File: config.mk
export PLATFORM = sky130hd
export DESIGN_NAME = program_loader
export DESIGN_NICKNAME = d
export VERILOG_FILES = /design/src/rtl/loader_pkg.sv /design/src/rtl/word_assembler.sv /design/src/rtl/program_loader.sv
export SDC_FILE = /design/constraint.sdc
export NUM_CORES = 1
export LEC_CHECK = 0
export CAP_MARGIN = 25
export CORE_MARGIN = 3
export CORE_UTILIZATION = 30
export CTS_BUF_LIST = sky130_fd_sc_hd__clkbuf_4
export DETAILED_ROUTE_END_ITERATION = 8
export DONT_BUFFER_PORTS = 1
export GPL_ROUTABILITY_DRIVEN = 0
export MAX_ROUTING_LAYER = met4
export PLACE_DENSITY = 0.51
export SYNTH_ARGS = -nofsm -noshare
export SYNTH_HDL_FRONTEND = slang
export SYNTH_SLANG_ARGS = --single-unit
export TNS_END_PERCENT = 20
File: constraint.sdc
create_clock -name clock -period 2.45 [get_ports clock]
set_input_delay 0.245 -clock clock [delete_from_list [all_inputs] [get_ports clock]]
set_output_delay 0.245 -clock clock [all_outputs]
set_load 0.1 [all_outputs]
File: src/rtl/loader_pkg.sv
// Shared types and constants for the program loader.
package loader_pkg;

   localparam int unsigned BYTE_WIDTH       = 8;
   localparam int unsigned BYTES_PER_WORD   = 4;
   localparam int unsigned BYTE_COUNT_WIDTH = $clog2(BYTES_PER_WORD);

   typedef enum logic [2:0] {
      StIdle,
      StLength,
      StData,
      StWrite,
      StCheck,
      StDone,
      StError
   } loader_state_e;

   // States in which the loader takes bytes from the stream.
   function automatic logic accepts_bytes(loader_state_e s);
      return (s == StLength) || (s == StData) || (s == StCheck);
   endfunction

   // States in which a load is in flight.
   function automatic logic is_busy(loader_state_e s);
      return !((s == StIdle) || (s == StDone) || (s == StError));
   endfunction

   // The processor stays in reset during a load and after a failed one.
   function automatic logic holds_processor(loader_state_e s);
      return is_busy(s) || (s == StError);
   endfunction

endpackage

File: src/rtl/word_assembler.sv
// Collects stream bytes MSB first into one memory word.
module word_assembler
   import loader_pkg::*;
#(
   parameter int unsigned WORD_WIDTH = 32
) (
   input  logic                  clock,
   input  logic                  reset,
   input  logic                  clear,
   input  logic                  shift_enable,
   input  logic [BYTE_WIDTH-1:0] data_byte,
   output logic [WORD_WIDTH-1:0] word,
   output logic                  word_complete
);

   logic [BYTE_COUNT_WIDTH-1:0] count_q;

   // Flags the byte that fills the word, so the FSM can leave DATA on that same edge.
   assign word_complete = shift_enable && (count_q == BYTE_COUNT_WIDTH'(BYTES_PER_WORD - 1));

   // Shift register and byte counter; the counter wraps naturally after the last byte.
   always_ff @(posedge clock) begin
      if (reset || clear) begin
         word    <= '0;
         count_q <= '0;
      end else if (shift_enable) begin
         word    <= {word[WORD_WIDTH-BYTE_WIDTH-1:0], data_byte};
         count_q <= count_q + BYTE_COUNT_WIDTH'(1);
      end
   end

endmodule

File: src/rtl/program_loader.sv
// Loads word images from a byte stream into a memory write port.
// Optional trailing XOR checksum enabled by defining PROGRAM_LOADER_CHECKSUM_EN.
module program_loader
   import loader_pkg::*;
#(
   parameter int unsigned ADDR_WIDTH = 6,
   parameter int unsigned WORD_WIDTH = 32
) (
   input  logic                  clock,
   input  logic                  reset,
   input  logic                  load_start,
   input  logic                  byte_valid,
   input  logic [BYTE_WIDTH-1:0] byte_data,
   output logic                  byte_ready,
   output logic                  mem_write_enable,
   output logic [ADDR_WIDTH-1:0] mem_write_address,
   output logic [WORD_WIDTH-1:0] mem_write_data,
   output logic                  processor_hold,
   output logic                  busy,
   output logic                  load_error,
   output logic [7:0]            words_written
);

`ifdef PROGRAM_LOADER_CHECKSUM_EN
   localparam loader_state_e FinalState = StCheck;
`else
   localparam loader_state_e FinalState = StDone;
`endif

   loader_state_e         state_q, state_d;
   logic [BYTE_WIDTH-1:0] length_q;
   logic                  accept;
   logic                  load_accept;
   logic                  word_complete;
   logic [8:0]            written_next;
   logic                  last_word;

   assign accept       = byte_valid && byte_ready;
   assign load_accept  = load_start && !is_busy(state_q);
   assign written_next = {1'b0, words_written} + 9'd1;
   assign last_word    = written_next >= {1'b0, length_q};

   word_assembler #(
      .WORD_WIDTH (WORD_WIDTH)
   ) u_word_assembler (
      .clock         (clock),
      .reset         (reset),
      .clear         (load_accept),
      .shift_enable  (accept && (state_q == StData)),
      .data_byte     (byte_data),
      .word          (mem_write_data),
      .word_complete (word_complete)
   );

`ifdef PROGRAM_LOADER_CHECKSUM_EN
   logic [BYTE_WIDTH-1:0] checksum_q;

   // Running XOR over the length byte and every data byte.
   always_ff @(posedge clock) begin
      if (reset || load_accept) begin
         checksum_q <= '0;
      end else if (accept && ((state_q == StLength) || (state_q == StData))) begin
         checksum_q <= checksum_q ^ byte_data;
      end
   end

   // Error flag mirrors the ERROR state, so load_start clears it on leaving.
   always_ff @(posedge clock) begin
      if (reset) begin
         load_error <= 1'b0;
      end else begin
         load_error <= (state_d == StError);
      end
   end
`else
   assign load_error = 1'b0;
`endif

   // Next-state decode.
   always_comb begin
      state_d = state_q;
      unique case (state_q)
         StIdle, StDone, StError: begin
            if (load_accept) state_d = StLength;
         end
         StLength: begin
            if (accept) state_d = (byte_data == '0) ? FinalState : StData;
         end
         StData: begin
            if (word_complete) state_d = StWrite;
         end
         StWrite: begin
            state_d = last_word ? FinalState : StData;
         end
`ifdef PROGRAM_LOADER_CHECKSUM_EN
         StCheck: begin
            if (accept) state_d = (byte_data == checksum_q) ? StDone : StError;
         end
`endif
         default: state_d = StIdle;
      endcase
   end

   // State register; status outputs are registered from the next state so they change with it.
   always_ff @(posedge clock) begin
      if (reset) begin
         state_q           <= StIdle;
         byte_ready        <= 1'b0;
         busy              <= 1'b0;
         processor_hold    <= 1'b0;
         mem_write_enable  <= 1'b0;
         mem_write_address <= '0;
         words_written     <= '0;
         length_q          <= '0;
      end else begin
         state_q          <= state_d;
         byte_ready       <= accepts_bytes(state_d);
         busy             <= is_busy(state_d);
         processor_hold   <= holds_processor(state_d);
         mem_write_enable <= (state_d == StWrite);
         if (load_accept) begin
            mem_write_address <= '0;
            words_written     <= '0;
         end else if (state_q == StWrite) begin
            // Address wraps modulo the memory size; later words overwrite earlier ones.
            mem_write_address <= mem_write_address + ADDR_WIDTH'(1);
            words_written     <= words_written + 8'd1;
         end
         if ((state_q == StLength) && accept) length_q <= byte_data;
      end
   end

endmodule

==> reports/qor.txt <==
Clk pin slew, worst setup/hold paths: 0.11 ns
first-pass GRT wire length: 11,000 µm
grt met3 use: 0.0485
cell area after synthesis: 0.00279 mm²
crit start category: register
min cycle time layout: 2.26 ns
worst slack, placed: 0.133 ns
Final Setup Violations: 0
ys async rst share: 0
largest net degree at the start of global routing: 35
initial core utilization: 0.314
Relative slew margins: 0.359
clock skew: 0.0146 ns
Layout area overhead: 26.2%
Crit Path Class: register to register
DRC Markers: 0
hold path cells: 3
vias: 2,323
nets@finish: 406
register area share after synthesis: 0.452
type of the most critical hold path: primary input to register
CP endpoint kind: register
Boundary Pins: 63
ys flop type: dfxtp_1
maximum VDD drop: 0.232 mV
initial drt markers: 120
Core Area: 0.00889 mm²
power per cell area: 576 mW/mm²
Lkg Pwr: 1.38 nW
Clock Sink Count: 63
CTS max path bufs: 2
WL/cell: 13.3 µm
#FFs+latches synth: 63
vias in the first global route: 2,310
Die Area: 0.0105 mm²
Skew-Pair Late Insertion Delay: 0.41 ns
HP Start: load_start
status: finished, final reports clean
post-detail-place hpwl: 4600 µm
total gr overflow: 0
GR met1 Demand/Resource: 0.172
Fmax achieved: 443 MHz
Reg2Reg Capture Point: processor_hold$_SDFF_PP0_
Avg Cell Area, Syn: 8.45 µm²
root buf cell: clkbuf_4
setup TNS: 0 ns
CP Max Fanout: 4
number of port buffers: 0
Final Power: 2.03 mW
Die Span X: 102 µm
Ys Warns: 0
total of max-cap violations: 0
die height: 102 µm
CTS buffer count: 9
Reg2Reg Launch Point: words_written[1]$_SDFFE_PP0N_
Worst Path Required: 2.78 ns
Slew @ Worst Pin: 0.961 ns
initial antenna violation count: 0
drt via density: 4.68
drt pass-1 iters: 4
syn_nets: 353
post-route setup slack: 0.194 ns
final hold vios: 0
Worst R2R Setup Slack: 0.19 ns
H-tree depth: 3
drt total wl: 6600 µm
pins over their slew limit: 0
Netlist cell types: 47
cells after synthesis: 330
Hold Crit Endpoint: processor_hold$_SDFF_PP0_
met2 Use GR: 0.200
Inserted Diodes: 0
GRT Resource Usage Total: 0.138
total setup buffers inserted after CTS: 0
worst r2r path cells: 10
Worst Path Arrival: 2.58 ns
GR peak layer: met2
row count: 34
CTS tree: done
share of cells above drive strength 1: 0.242
remaining antenna violation count: 0
Tcrit/Tclk final: 0.921
Post-synth EDFFs: 0
[Yosys cell counts, types with 2 or more instances]
cell type / number / area share
a211oi_1: 2 / 0.0054
a21oi_1: 41 / 0.074
a31oi_1: 2 / 0.0045
and3_1: 2 / 0.0045
buf_2: 4 / 0.0072
buf_6: 3 / 0.012
clkbuf_1: 11 / 0.015
dfxtp_1: 63 / 0.45
ha_1: 11 / 0.049
inv_1: 7 / 0.0094
mux2i_1: 8 / 0.029
nand2_1: 84 / 0.11
nand3_1: 5 / 0.0090
nand4_1: 2 / 0.0045
nor2_1: 23 / 0.031
nor3_1: 4 / 0.0072
nor4_1: 2 / 0.0045
o211ai_1: 2 / 0.0054
o21ai_0: 6 / 0.011
or3_1: 4 / 0.0090
or4_4: 2 / 0.0081
xnor2_1: 9 / 0.028
xor2_1: 9 / 0.028
[flip-flops by register name, summed over array words and instances, names as in the netlist]
| signal | flops |
|---|---|
| u_word_assembler.word | 32 |
| length_q | 8 |
| words_written | 8 |
| mem_write_address | 6 |
| state_q | 3 |
| u_word_assembler.count_q | 2 |
| busy | 1 |
| byte_ready | 1 |
| mem_write_enable | 1 |
| processor_hold | 1 |
[timing repair]
action | CTS | global route
hold endpoints to repair | 23 | 0
hold buffers | 10 | 0
setup endpoints to repair | 0 | 3
gates resized for setup | 0 | 5
[metal layers]
layer	vias to the layer above	wire length [µm]
met5	-	0
met4	0	128
met3	11	391
met2	42	3060
met1	1063	3020
li1	1207	-
[layout make-up]
type / instances / area (µm²)
multi-input combinational: 239 / 1420
inverter: 7 / 26.3
tap: 108 / 135
sequential: 63 / 1280
clock buffer: 10 / 75.1
timing repair buffer: 63 / 498
clock inverter: 6 / 83.8
fill: 929 / 5370
[worst max-delay path, stage by stage (launching register included)]
cell and delay (ns):
dfxtp_4 0.38, ha_4 0.14, and3_4 0.21, nand3_1 0.13
xnor2_1 0.16, ha_1 0.32, a21oi_2 0.14, o21ai_1 0.11
o2111ai_2 0.26, nand3_2 0.15, a211oi_2 0.20
[metrics by stage]
stage / instance area [µm²] / util / hold slack [ns] / cells
global placement: 3240 / 0.365 / 0.320 / 470
global route: 3520 / 0.396 / 0.143 / 496
detailed placement: 3240 / 0.365 / 0.320 / 470
floorplan: 2830 / - / 0.381 / 330
finish: 3520 / 0.396 / 0.157 / 496
CTS: 3500 / 0.394 / 0.114 / 496
[cells in the final DEF, fill, tap and decap left out, types with 3 or more instances in the layout]
cell and instances:
nor3_1 4, dlygate4sd3_1 10, clkbuf_4 10, inv_1 7, a21oi_1 40, clkinv_2 3, xnor2_1 9, or3_1 4
dfxtp_4 4, mux2i_1 8, nand2_1 84, nand3_1 4, xor2_1 9, ha_1 10, o21ai_0 4, dfxtp_1 57
nor2_1 23, buf_4 53
[power by group]
part           total, mW  switching [mW]  internal, mW
Sequential          1.08          0.0446          1.03
Combinational      0.138          0.0853        0.0529
Clock              0.814           0.390         0.424
[kinds of logic (layout without fill, tap and decap cells)]
family          Yosys count  in the layout  synth area share
fa+ha+maj                11             11            0.0493
compound gates           60             60             0.122
flops                    63             63             0.452
other cells               1              1           0.00134
buf+inv                  28             86            0.0552
mux                       8              8            0.0287
simple gates            141            141             0.235
xor+xnor                 18             18            0.0565
[how the worst max path moves through the flow]
stage | from | to | slack, ns | cells past startpoint
after floorplan | words_written[0]$_SDFFE_PP0N_ | processor_hold$_SDFF_PP0_ | 0.03 | 10
final | words_written[1]$_SDFFE_PP0N_ | processor_hold$_SDFF_PP0_ | 0.19 | 10
after CTS | words_written[1]$_SDFFE_PP0N_ | processor_hold$_SDFF_PP0_ | 0.11 | 10
after detailed placement | words_written[1]$_SDFFE_PP0N_ | processor_hold$_SDFF_PP0_ | 0.13 | 10
after global placement | words_written[1]$_SDFFE_PP0N_ | processor_hold$_SDFF_PP0_ | 0.27 | 10
after global routing | words_written[1]$_SDFFE_PP0N_ | processor_hold$_SDFF_PP0_ | -0.007 | 10
No activity file was read; power rests on OpenSTA's default activity.
